==> config.mk <==
export PLATFORM = sky130hd
export DESIGN_NAME = rsc_dec_output_reader
export DESIGN_NICKNAME = d
export VERILOG_FILES = /design/src/rtl/rsc_dec_output_reader.sv
export SDC_FILE = /design/constraint.sdc
export NUM_CORES = 1
export LEC_CHECK = 0
export ABC_AREA = 1
export ABC_CLOCK_PERIOD_IN_PS = 1900
export CELL_PAD_IN_SITES_DETAIL_PLACEMENT = 1
export CELL_PAD_IN_SITES_GLOBAL_PLACEMENT = 2
export CORE_MARGIN = 2
export CORE_UTILIZATION = 31
export DETAILED_ROUTE_END_ITERATION = 10
export GPL_TIMING_DRIVEN = 1
export PLACE_DENSITY_LB_ADDON = 0.1
export SYNTH_ARGS = -nofsm -noshare
export SYNTH_HDL_FRONTEND = slang
export SYNTH_SLANG_ARGS = --single-unit
==> constraint.sdc <==
create_clock -name iclk -period 1.9 [get_ports iclk]
set_input_delay 0.285 -clock iclk [delete_from_list [all_inputs] [get_ports iclk]]
set_output_delay 0.285 -clock iclk [all_outputs]
set_load 0.05 [all_outputs]
==> src/rtl/rsc_dec_output_reader.sv <==
// Read controller for the RSC decoder output buffer: walks one filled bank,
// captures the delayed RAM data into a skid FIFO and streams it out as
// sop/eop packets, releasing the bank as soon as its last word is captured.
module rsc_dec_output_reader #(
    parameter int pADDR_W = 8,
    parameter int pRDAT_W = 2,
    parameter int pTAG_W  = 8,
    parameter int pRLAT   = 1,
    parameter int pFIFO_W = 2
) (
    input  logic               iclk,
    input  logic               ireset,
    input  logic               iclkena,
    input  logic [pADDR_W-1:0] ilen_m1,
    input  logic               ibuf_empty,
    input  logic [pRDAT_W-1:0] ibuf_rdata,
    input  logic [pTAG_W-1:0]  ibuf_rtag,
    output logic [pADDR_W-1:0] obuf_raddr,
    output logic               obuf_rempty,
    output logic               oval,
    output logic               osop,
    output logic               oeop,
    output logic [pRDAT_W-1:0] odat,
    output logic [pTAG_W-1:0]  otag,
    input  logic               ordy,
    output logic               obusy
);

    localparam int                 cDEPTH   = 2 ** pFIFO_W;
    localparam logic [pFIFO_W+1:0] cDEPTH_V = (pFIFO_W + 2)'(cDEPTH);

    typedef enum logic [1:0] {IDLE, READ, DRAIN, GAP} state_t;

    state_t               state;
    logic [pADDR_W-1:0]   addr;
    logic [pADDR_W-1:0]   len;
    logic [pTAG_W-1:0]    tag;
    logic                 rempty;

    logic [pRLAT-1:0]     pipe_val;
    logic [pRLAT-1:0]     pipe_sop;
    logic [pRLAT-1:0]     pipe_eop;
    logic [pRLAT-1:0]     val_next;
    logic [pRLAT-1:0]     sop_next;
    logic [pRLAT-1:0]     eop_next;

    logic [pRDAT_W-1:0]   mem_dat [cDEPTH];
    logic [pTAG_W-1:0]    mem_tag [cDEPTH];
    logic                 mem_sop [cDEPTH];
    logic                 mem_eop [cDEPTH];
    logic [pFIFO_W-1:0]   wptr;
    logic [pFIFO_W-1:0]   rptr;
    logic [pFIFO_W:0]     fifo_cnt;

    logic [pFIFO_W+1:0]   inflight;
    logic [pFIFO_W+1:0]   occupancy;
    logic                 issue;
    logic                 issue_sop;
    logic                 issue_eop;
    logic                 pipe_drains;
    logic                 fifo_wr;
    logic                 fifo_rd;
    logic                 fifo_nempty;

    // Credit check: a read may only be issued if the FIFO has room for it
    // after every read already in flight has landed.
    always_comb begin
        inflight = '0;
        for (int i = 0; i < pRLAT; i++) begin
            inflight = inflight + (pFIFO_W + 2)'(pipe_val[i]);
        end
        occupancy   = (pFIFO_W + 2)'(fifo_cnt) + inflight;
        issue       = (state == READ) && (occupancy < cDEPTH_V);
        issue_sop   = (addr == '0);
        issue_eop   = (addr == len);
        val_next    = pRLAT'({pipe_val, issue});
        sop_next    = pRLAT'({pipe_sop, issue & issue_sop});
        eop_next    = pRLAT'({pipe_eop, issue & issue_eop});
        pipe_drains = (val_next == '0);
        fifo_nempty = (fifo_cnt != '0);
        fifo_wr     = pipe_val[pRLAT-1];
        fifo_rd     = fifo_nempty && ordy;
    end

    // Block sequencing: latch length/tag, walk addresses, release the bank
    // once the pipe is empty, then wait one cycle for the buffer to update.
    always_ff @(posedge iclk) begin
        if (ireset) begin
            state  <= IDLE;
            addr   <= '0;
            len    <= '0;
            tag    <= '0;
            rempty <= 1'b0;
        end else if (iclkena) begin
            rempty <= 1'b0;
            case (state)
                IDLE: begin
                    if (!ibuf_empty) begin
                        len   <= ilen_m1;
                        tag   <= ibuf_rtag;
                        addr  <= '0;
                        state <= READ;
                    end
                end
                READ: begin
                    if (issue) begin
                        if (addr == len) begin
                            state <= DRAIN;
                        end else begin
                            addr <= addr + 1'b1;
                        end
                    end
                end
                DRAIN: begin
                    if (pipe_drains) begin
                        rempty <= 1'b1;
                        state  <= GAP;
                    end
                end
                GAP: begin
                    state <= IDLE;
                end
                default: begin
                    state <= IDLE;
                end
            endcase
        end
    end

    // Read-latency pipe: tracks issued reads and their sop/eop flags until
    // the matching RAM data shows up.
    always_ff @(posedge iclk) begin
        if (ireset) begin
            pipe_val <= '0;
            pipe_sop <= '0;
            pipe_eop <= '0;
        end else if (iclkena) begin
            pipe_val <= val_next;
            pipe_sop <= sop_next;
            pipe_eop <= eop_next;
        end
    end

    // Skid FIFO pointers and fill count; simultaneous write and read allowed.
    always_ff @(posedge iclk) begin
        if (ireset) begin
            wptr     <= '0;
            rptr     <= '0;
            fifo_cnt <= '0;
        end else if (iclkena) begin
            if (fifo_wr) begin
                wptr <= wptr + 1'b1;
            end
            if (fifo_rd) begin
                rptr <= rptr + 1'b1;
            end
            case ({fifo_wr, fifo_rd})
                2'b10:   fifo_cnt <= fifo_cnt + 1'b1;
                2'b01:   fifo_cnt <= fifo_cnt - 1'b1;
                default: fifo_cnt <= fifo_cnt;
            endcase
        end
    end

    // FIFO storage: each entry carries its own tag so blocks never mix.
    always_ff @(posedge iclk) begin
        if (iclkena && fifo_wr) begin
            mem_dat[wptr] <= ibuf_rdata;
            mem_tag[wptr] <= tag;
            mem_sop[wptr] <= pipe_sop[pRLAT-1];
            mem_eop[wptr] <= pipe_eop[pRLAT-1];
        end
    end

    assign obuf_raddr  = addr;
    assign obuf_rempty = rempty;
    assign obusy       = (state != IDLE);
    assign oval        = fifo_nempty;
    assign odat        = fifo_nempty ? mem_dat[rptr] : '0;
    assign otag        = fifo_nempty ? mem_tag[rptr] : '0;
    assign osop        = fifo_nempty ? mem_sop[rptr] : 1'b0;
    assign oeop        = fifo_nempty ? mem_eop[rptr] : 1'b0;

endmodule

; ---- Word level (Yosys, flattened, before mapping)
; Memory sizes are Yosys's and may differ from the RTL's. A register that Yosys moved wholly into a read port is not among the register bits.
; Cells that the tools add are included.
[totals]
mem_bits_rw = 48
output_inout_bits = 23
register_bits = 37
wordCells = 77
inputBits = 23
mem_count = 4
[classes]
n_reduce_logical = 15
magnitude_cmp = 1
add_sub_neg = 6
muxes = 26
n_eq_ne = 11
bitwise = 3
[memory_table]
columns = name, words, width, read_ports, rd_clocked_by_memory_dff, write_ports, line_no
row1 = mem_tag, 4, 8, 1, 1, 1, 48  ; logic [pTAG_W-1:0] mem_tag [cDEPTH];
row2 = mem_dat, 4, 2, 1, 1, 1, 47  ; logic [pRDAT_W-1:0] mem_dat [cDEPTH];
row3 = mem_eop, 4, 1, 1, 1, 1, 50  ; logic mem_eop [cDEPTH];
row4 = mem_sop, 4, 1, 1, 1, 1, 49  ; logic mem_sop [cDEPTH];
[op_table]
columns = cell, count
row1 = $mux 8, 4
row2 = $mux 2, 13
row3 = $pmux 8 s2, 1
row4 = $ne 2x2->1 const B, 5
row5 = $reduce_and 5->1, 2
row6 = $add 8x1->8 const B, 1
row7 = $eq 8x8->1, 1
row8 = $logic_not 8->1, 1
row9 = $pmux 2 s4, 1
row10 = $eq 2x2->1 const B, 3
row11 = $mux 1, 6
row12 = $pmux 3 s2, 1
row13 = $reduce_and 2->1, 3
row14 = $reduce_bool 2->1, 3
row15 = $add 2x1->2 const B, 2
row16 = $add 3x1->4, 1
row17 = $eq 2x1->1 const B, 2
row18 = $lt 4x3->1 const B, 1
row19 = $add 3x1->3 const B, 1
row20 = $logic_and 1x1->1, 3
row21 = $reduce_and 3->1, 1
row22 = $reduce_bool 3->1, 1
row23 = $sub 3x1->3 const B, 1
row24 = $and 1x1->1, 2
row25 = 2 further kinds, 2

; ---- Depth between registers and ports, before layout
; Gate-level depths: netlist of the first run.
[logic_depth]
depth_word = 5
mapped_depth = 11
depth_no_buf = 11

; ---- Least setup slack after synthesis of the first run
; Ideal clock, no wire load.
[synth_path]
path_kind = flip-flop to flip-flop
start = reg fifo_cnt[2]
end = reg fifo_cnt[2]
stages_incl_launch_ff = 11
t_required_ns = 1.778
n_path_buf = 1
period_less_slack_ns = 2.062
setup_slack_ns = -0.162
arrival_time_ns = 1.940
setup_ns = 0.122
path_cell_list = dfxtp_1 nor3_1 clkbuf_1 nor2_1 ha_1 nor2_1 inv_1 a21oi_1 o21ai_0 o21ai_0 a21oi_1
[synth_via]
elab_chain_cells = 5
word_cells_on_any_way = 9
cone_classes = add/sub (2) / eq/ne (2) / mux (1) / reduce/logical (4)
[synth_lines]
columns = item, line_no
row1 = start: declaration, 53  ; logic [pFIFO_W:0] fifo_cnt;
row2 = start signal: assignment, 158  ; 2'b10: fifo_cnt <= fifo_cnt + 1'b1;
row3 = start signal: assignment, 159  ; 2'b01: fifo_cnt <= fifo_cnt - 1'b1;
row4 = start signal: assignment, 160  ; default: fifo_cnt <= fifo_cnt;
row5 = $reduce_bool 3->1, 80  ; fifo_nempty = (fifo_cnt != '0);
row6 = $logic_and 1x1->1, 82  ; fifo_rd = fifo_nempty && ordy;
row7 = $eq 2x1->1 or $eq 2x2->1 (tied branches), 157  ; case ({fifo_wr, fifo_rd})
row8 = $reduce_bool 2->1 (no line), n/a
row9 = $reduce_and 2->1 (no line), n/a
; Parallel ways exist; a longest one is shown, timed or not.
; A chain may end at the register's enable or synchronous reset.

==> results.sh, run 1 <==
export IMPL_cts_tree="yes"
export IMPL_fin_crit_sh_pct=99.5
export IMPL_fin_skew_ns=0.00616
export IMPL_routedWlPerCell_um=14.6
export IMPL_grt_use_total_pct=15.8
export IMPL_grt_max_degree=26
export IMPL_firstDrtPassIters=4
export IMPL_cts_sinks=87
export IMPL_yosysWarnings=0
export IMPL_rsz0062_at_grt="true"
export IMPL_drive_above_1_share_pct=19.3
export IMPL_required_ns=1.62
export IMPL_power_density_nw_per_um2=1010
export IMPL_cp_slowest_cell="dfxtp_2"
export IMPL_cts_hold_buf=0
export IMPL_rows=40
export IMPL_die_h_um=116
export IMPL_cp_cell_sequence="clkinvlp_4 -> buf_8 -> nor2_1 -> o21ai_1 -> a21oi_1 -> buf_4"
export IMPL_yosysSeqAreaShare_pct=57.5
export IMPL_crit_family="buffers and inverters"
export IMPL_antenna_found_initial=0
export IMPL_cp_arrival_ns=1.61
export IMPL_die_area_um2=13400
export IMPL_clkLatencyLatePin_ns=0.34
export IMPL_wirelength_mm=9.83
export IMPL_worst_pin_slew_ns=0.500
export IMPL_dr_first_iter_drc_count=79
export IMPL_diodes=0
export IMPL_clk_pin_slew_ns=0.06
export IMPL_num_nets_final=533
export IMPL_clockBufferDepth=2
export IMPL_cap_violations=0
export IMPL_ant_nets=0
export IMPL_area_growth_pct=33.2
export IMPL_place_area_um2=4660
export IMPL_coreArea_um2=12100
export IMPL_start_util_pct=31.9
export IMPL_overflow=0
export IMPL_cts_buffers=9
export IMPL_synth_cells=429
export IMPL_synth_seq_cells=87
export IMPL_place_hpwl_mm=6.92
export IMPL_die_w_um=116
export IMPL_vias=3025
export IMPL_syn_avg_cell_area_um2=9.01
export IMPL_slew_viol_final=0
export IMPL_utilization_pct=42.5
export IMPL_p_leak_uw=0.00203
export IMPL_yosysUniqueCellTypes=26
export IMPL_outcome="complete, no violations"
export IMPL_mappedNetlistArea_um2=3860
export IMPL_crit_path_end_kind="output pin"
export IMPL_path_buf_inv=3
export IMPL_path_class="reg -> out"
export IMPL_stdcell_area_um2=5150
export IMPL_root_buffer="clkbuf_16"
export IMPL_relSlewSlack_pct=66.6
export IMPL_setup_viol=0
export IMPL_grt_pass1_vias=3202
export IMPL_syn_nets=464
export IMPL_port_buffers=45
export IMPL_cp_max_fo=6
export IMPL_htreeDepth=3
export IMPL_min_path_type="reg -> reg"
export IMPL_peakVddDrop_uv=365
export IMPL_min_period_ns=1.89
export IMPL_gp_congestion=0.774
export IMPL_hold_violations=0
export IMPL_io_pins=46
export IMPL_drcViolationCount=0
export IMPL_slowest_delay_ns=0.35
export IMPL_via_per_inst=4.51
export IMPL_grt_pass1_wl_mm=16.1
export IMPL_fillers=1431
export IMPL_cp_start_kind="flop"
export IMPL_timing_fmax_mhz=529
-- kinds of logic after synthesis --
logic type,Yosys count,synth area share (%)
adders and majority gates,12,4.08
AOI/OAI and AO/OA,85,11.4
buffers and inverters,61,6.51
and+or+nand+nor,179,19.4
DFF,87,57.5
xor gates and xnor gates,5,1.13
-- flip-flops by register name (all words and copies together) (netlist names), 2 cells and up, named ones only --
signal	count
mem_dat	8
mem_sop	4
mem_eop	4
tag	8
rptr	2
mem_tag	32
wptr	2
fifo_cnt	3
obuf_raddr	8
len	8
state	2
-- layout make-up --
| cell class | count | area (µm²) | area share, % |
|---|---|---|---|
| sequential | 87 | 2230 | 43.3 |
| multi-input combinational | 281 | 1470 | 28.6 |
| timing repair buffer | 74 | 711 | 13.8 |
| clock buffer | 9 | 225 | 4.38 |
| tap | 168 | 210 | 4.08 |
| inverter | 45 | 175 | 3.40 |
| clock inverter | 7 | 126 | 2.46 |
-- routing by layer --
metal	share of wire [%]	wire length [µm]	global-route usage, %
met1	46	4520	19.2
met2	51	4990	28.3
met3	2.2	214	2.51
met4	1.1	106	5.95
met5	0	0	0
-- path summary, 6_finish.rpt --
path	start	cells after the start	to	slack [ns]
max	flop	6	otag[1]	0.009
min	rptr[1]$_SDFFE_PP0P_	2	flop	0.46
max reg2reg	fifo_cnt[0]$_SDFFE_PP0P_	9	fifo_cnt[2]$_SDFFE_PP0P_	0.23
min reg2reg	rptr[1]$_SDFFE_PP0P_	2	flop	0.46
-- synthesized netlist by cell type --
| cell | number | area, µm² |
|---|---|---|
| a21oi_1 | 30 | 150 |
| a21oi_2 | 3 | 26.3 |
| buf_1 | 2 | 7.51 |
| buf_2 | 3 | 15.0 |
| buf_4 | 2 | 15.0 |
| buf_8 | 1 | 15.0 |
| clkbuf_1 | 8 | 30.0 |
| clkinv_1 | 1 | 3.75 |
| dfxtp_1 | 39 | 781 |
| edfxtp_1 | 48 | 1440 |
| fa_1 | 1 | 20.0 |
| ha_1 | 11 | 138 |
| inv_1 | 42 | 158 |
| inv_2 | 2 | 7.51 |
| nand2_1 | 52 | 195 |
| nand2_2 | 2 | 12.5 |
| nand3_1 | 10 | 50.1 |
| nand3_4 | 2 | 35.0 |
| nand4_1 | 8 | 50.1 |
| nor2_1 | 99 | 372 |
| nor2_2 | 2 | 12.5 |
| nor3_1 | 3 | 15.0 |
| nor3b_1 | 1 | 7.51 |
| o211ai_1 | 1 | 7.51 |
| o21ai_0 | 51 | 255 |
| xnor2_1 | 5 | 43.8 |
-- worst register-to-register path: stages, from the launching register on --
cell     delay [ns]
dfxtp_1        0.37
nor3_2         0.07
nor2_1         0.09
ha_1           0.15
inv_1          0.06
fa_1           0.37
a21oi_1        0.15
o21ai_0        0.12
o21ai_1        0.14
a21oi_1        0.05
-- repair_timing --
action / CTS / global route
pin swaps: 1 / 17
setup buffers: 2 / 1
resized for setup: 9 / 36
setup endpoints to repair: 12 / 15
-- stage by stage --
stage / worst slack, ns / setup TNS, ns / total power (µW) / instances / hold slack [ns]
2_1_floorplan: -0.0908 / -0.879 / 2820 / 429 / 0.384
3_3_place_gp: -0.114 / -0.114 / 3170 / 652 / 0.454
3_5_place_dp: -0.166 / -0.166 / 3180 / 652 / 0.459
4_1_cts: 0.000350 / 0 / 5280 / 670 / 0.464
5_1_grt: -0.0723 / -0.521 / 5480 / 671 / 0.503
6_report: 0.00913 / 0 / 5210 / 671 / 0.460
-- layout by cell type (no fill, tap or decap), types with 2 or more instances in the layout --
cell and instances:
o21ai_2 2, nor2_2 4, xnor2_1 5, ha_1 11, nor2_4 6, dfxtp_2 2, nand2_1 51, o21ai_0 40
clkbuf_16 9, nor3_1 2, inv_1 41, nand4_1 8, edfxtp_1 48, nand2_2 3, a21oi_1 26, inv_6 2
buf_4 38, nand3_4 2, buf_12 5, o21ai_1 9, bufinv_16 3, dfxtp_1 36, nor2_1 91, clkinvlp_4 2
nand3_1 10, clkdlybuf4s50_1 23, a21oi_2 7, buf_6 6
-- power by group --
group | switching [µW] | total (µW) | internal [µW]
Clock | 765 | 2070 | 1300
Sequential | 83.6 | 2160 | 2080
Combinational | 632 | 978 | 347
Total | 1480 | 5210 | 3730
Power figures use the tool's default switching activity.
==> run 2, diff against run 1 <==
Settings changed: PLACE_DENSITY from default to 0.83, PLACE_DENSITY_LB_ADDON 0.1 to default.
==> run 2 against run 1 <==
Against the previous run:
- via count up 1.8%
- combinational power down 2%
- sequential power about the same
- sequential cell count unchanged
- non-clock buffer count down 1
- largest cell class unchanged
- hold slack better by 0.013 ns
==> results.sh, run 2 (synthesis results as in run 1) <==
export IMPL_die_w_um=116
export IMPL_slew_viol_final=0
export IMPL_overflow=0
export IMPL_grt_max_degree=25
export IMPL_wirelength_mm=9.55
export IMPL_start_util_pct=31.9
export IMPL_grt_pass1_vias=3330
export IMPL_path_class="reg -> out"
export IMPL_cp_max_fo=7
export IMPL_worst_pin_slew_ns=0.497
export IMPL_num_nets_final=532
export IMPL_root_buffer="clkbuf_16"
export IMPL_p_leak_uw=0.00199
export IMPL_rsz0062_at_grt="true"
export IMPL_fin_crit_sh_pct=99.9
export IMPL_routedWlPerCell_um=14.3
export IMPL_gp_congestion=0.796
export IMPL_cts_buffers=9
export IMPL_hold_violations=0
export IMPL_drive_above_1_share_pct=16.5
export IMPL_vias=3079
export IMPL_place_inst=650
export IMPL_io_pins=46
export IMPL_peakVddDrop_uv=407
export IMPL_antenna_found_initial=0
export IMPL_clockBufferDepth=2
export IMPL_drcViolationCount=0
export IMPL_grt_use_total_pct=15.6
export IMPL_power_density_nw_per_um2=1000
export IMPL_min_period_ns=1.90
export IMPL_grt_pass1_wl_mm=16.2
export IMPL_htreeDepth=3
export IMPL_crit_path_end_kind="output pin"
export IMPL_area_growth_pct=29.5
export IMPL_die_h_um=116
export IMPL_top_layer="met4"
export IMPL_diodes=0
export IMPL_via_per_inst=4.60
export IMPL_port_buffers=45
export IMPL_min_path_type="reg -> reg"
export IMPL_cap_violations=0
export IMPL_firstDrtPassIters=4
export IMPL_final_common_cell="nor2_1"
export IMPL_cp_start_kind="flop"
export IMPL_totalPowerFinal_uw=5020
export IMPL_dr_wl_met3_um=336
export IMPL_clk_pin_slew_ns=0.06
export IMPL_final_cells=670
export IMPL_required_ns=1.62
export IMPL_cts_sinks=87
export IMPL_outcome="complete, no violations"
export IMPL_clkLatencyLatePin_ns=0.34
export IMPL_largest_register="mem_tag"
export IMPL_ant_nets=0
export IMPL_dr_first_iter_drc_count=93
export IMPL_setup_viol=0
export IMPL_fin_skew_ns=0.00780
export IMPL_cp_arrival_ns=1.61
export IMPL_place_hpwl_mm=6.80
export IMPL_wl_met2_mm=4.92
export IMPL_layout_common_cells="97 x nor2_1, 52 x nand2_1, 48 x edfxtp_1, 46 x o21ai_0, 41 x inv_1"
export IMPL_coreArea_um2=12100
export IMPL_die_area_um2=13400
export IMPL_timing_fmax_mhz=527
export IMPL_cts_tree="yes"
export IMPL_cts_hold_buf=0
export IMPL_rows=40
export IMPL_relSlewSlack_pct=66.8
export IMPL_cp_cell_sequence="clkinvlp_4 -> buf_6 -> nor2_1 -> o21ai_1 -> a21oi_1 -> buf_4"
export IMPL_slowest_delay_ns=0.35
export IMPL_largest_reg_flops=32
export IMPL_cp_slowest_cell="dfxtp_2"
export IMPL_wl_met1_mm=4.18
[run 2: report_power, final]
part	total, µW	leakage, µW	internal, µW	switching [µW]
registers	2160	0.000743	2080	85.9
logic	958	0.00109	333	625
clock network	1890	0.000158	1190	703
total	5020	0.00199	3600	1410
[run 2: final timing paths]
check	end	slack, ns	cells after the start	from
setup reg to reg	fifo_cnt[2]$_SDFFE_PP0P_	0.16	9	fifo_cnt[0]$_SDFFE_PP0P_
hold / removal	flop	0.47	1	rptr[0]$_SDFFE_PP0P_
setup / recovery	osop	0.002	6	flop
hold reg to reg	flop	0.47	1	rptr[0]$_SDFFE_PP0P_
[run 2: stage by stage]
| stage | instance area [µm²] | setup slack [ns] | TNS, ns | hold slack [ns] | util, % |
|---|---|---|---|---|---|
| 2_1_floorplan | 3880 | -0.0908 | -0.879 | 0.384 | - |
| 3_3_place_gp | 4590 | -0.143 | -0.143 | 0.452 | 37.9 |
| 3_5_place_dp | 4590 | -0.239 | -0.239 | 0.467 | 37.9 |
| 4_1_cts | 4930 | 0.00535 | 0 | 0.478 | 40.7 |
| 5_1_grt | 5000 | -0.100 | -0.739 | 0.495 | 41.3 |
| 6_report | 5000 | 0.00195 | 0 | 0.473 | 41.3 |
[run 2: repair_timing]
action,4_1_cts,5_1_grt
setup buffers,0,4
setup endpoints to repair,13,12
pin swaps,0,10
endpoints found under the hold margin,0,0
gates resized for setup,5,19
[run 2: critical path: cells and delay by family, from the launching register on]
kind            cells  cell delay [ns]
buf+inv             3             0.59
flops               1             0.35
compound gates      2             0.26
simple gates        1             0.07
[run 2: layout make-up]
type / instances / area, µm²
sequential: 87 / 2230
fill: 1435 / 7110
clock inverter: 5 / 81.3
tap: 168 / 210
clock buffer: 11 / 243
timing repair buffer: 73 / 653
multi-input combinational: 281 / 1410
inverter: 45 / 175
[run 2: routing by layer]
metal | track usage [%] | vias up
li1 | - | 1545
met1 | 18.3 | 1473
met2 | 28.5 | 49
met3 | 4.18 | 12
met4 | 3.73 | 0
met5 | 0 | -
==> run 3, diff against run 2 <==
Settings changed: CTS_CLUSTER_SIZE from default to 28.
==> results of run 3 <==
The final DEF is identical to that of run 2; final timing and power are the same.
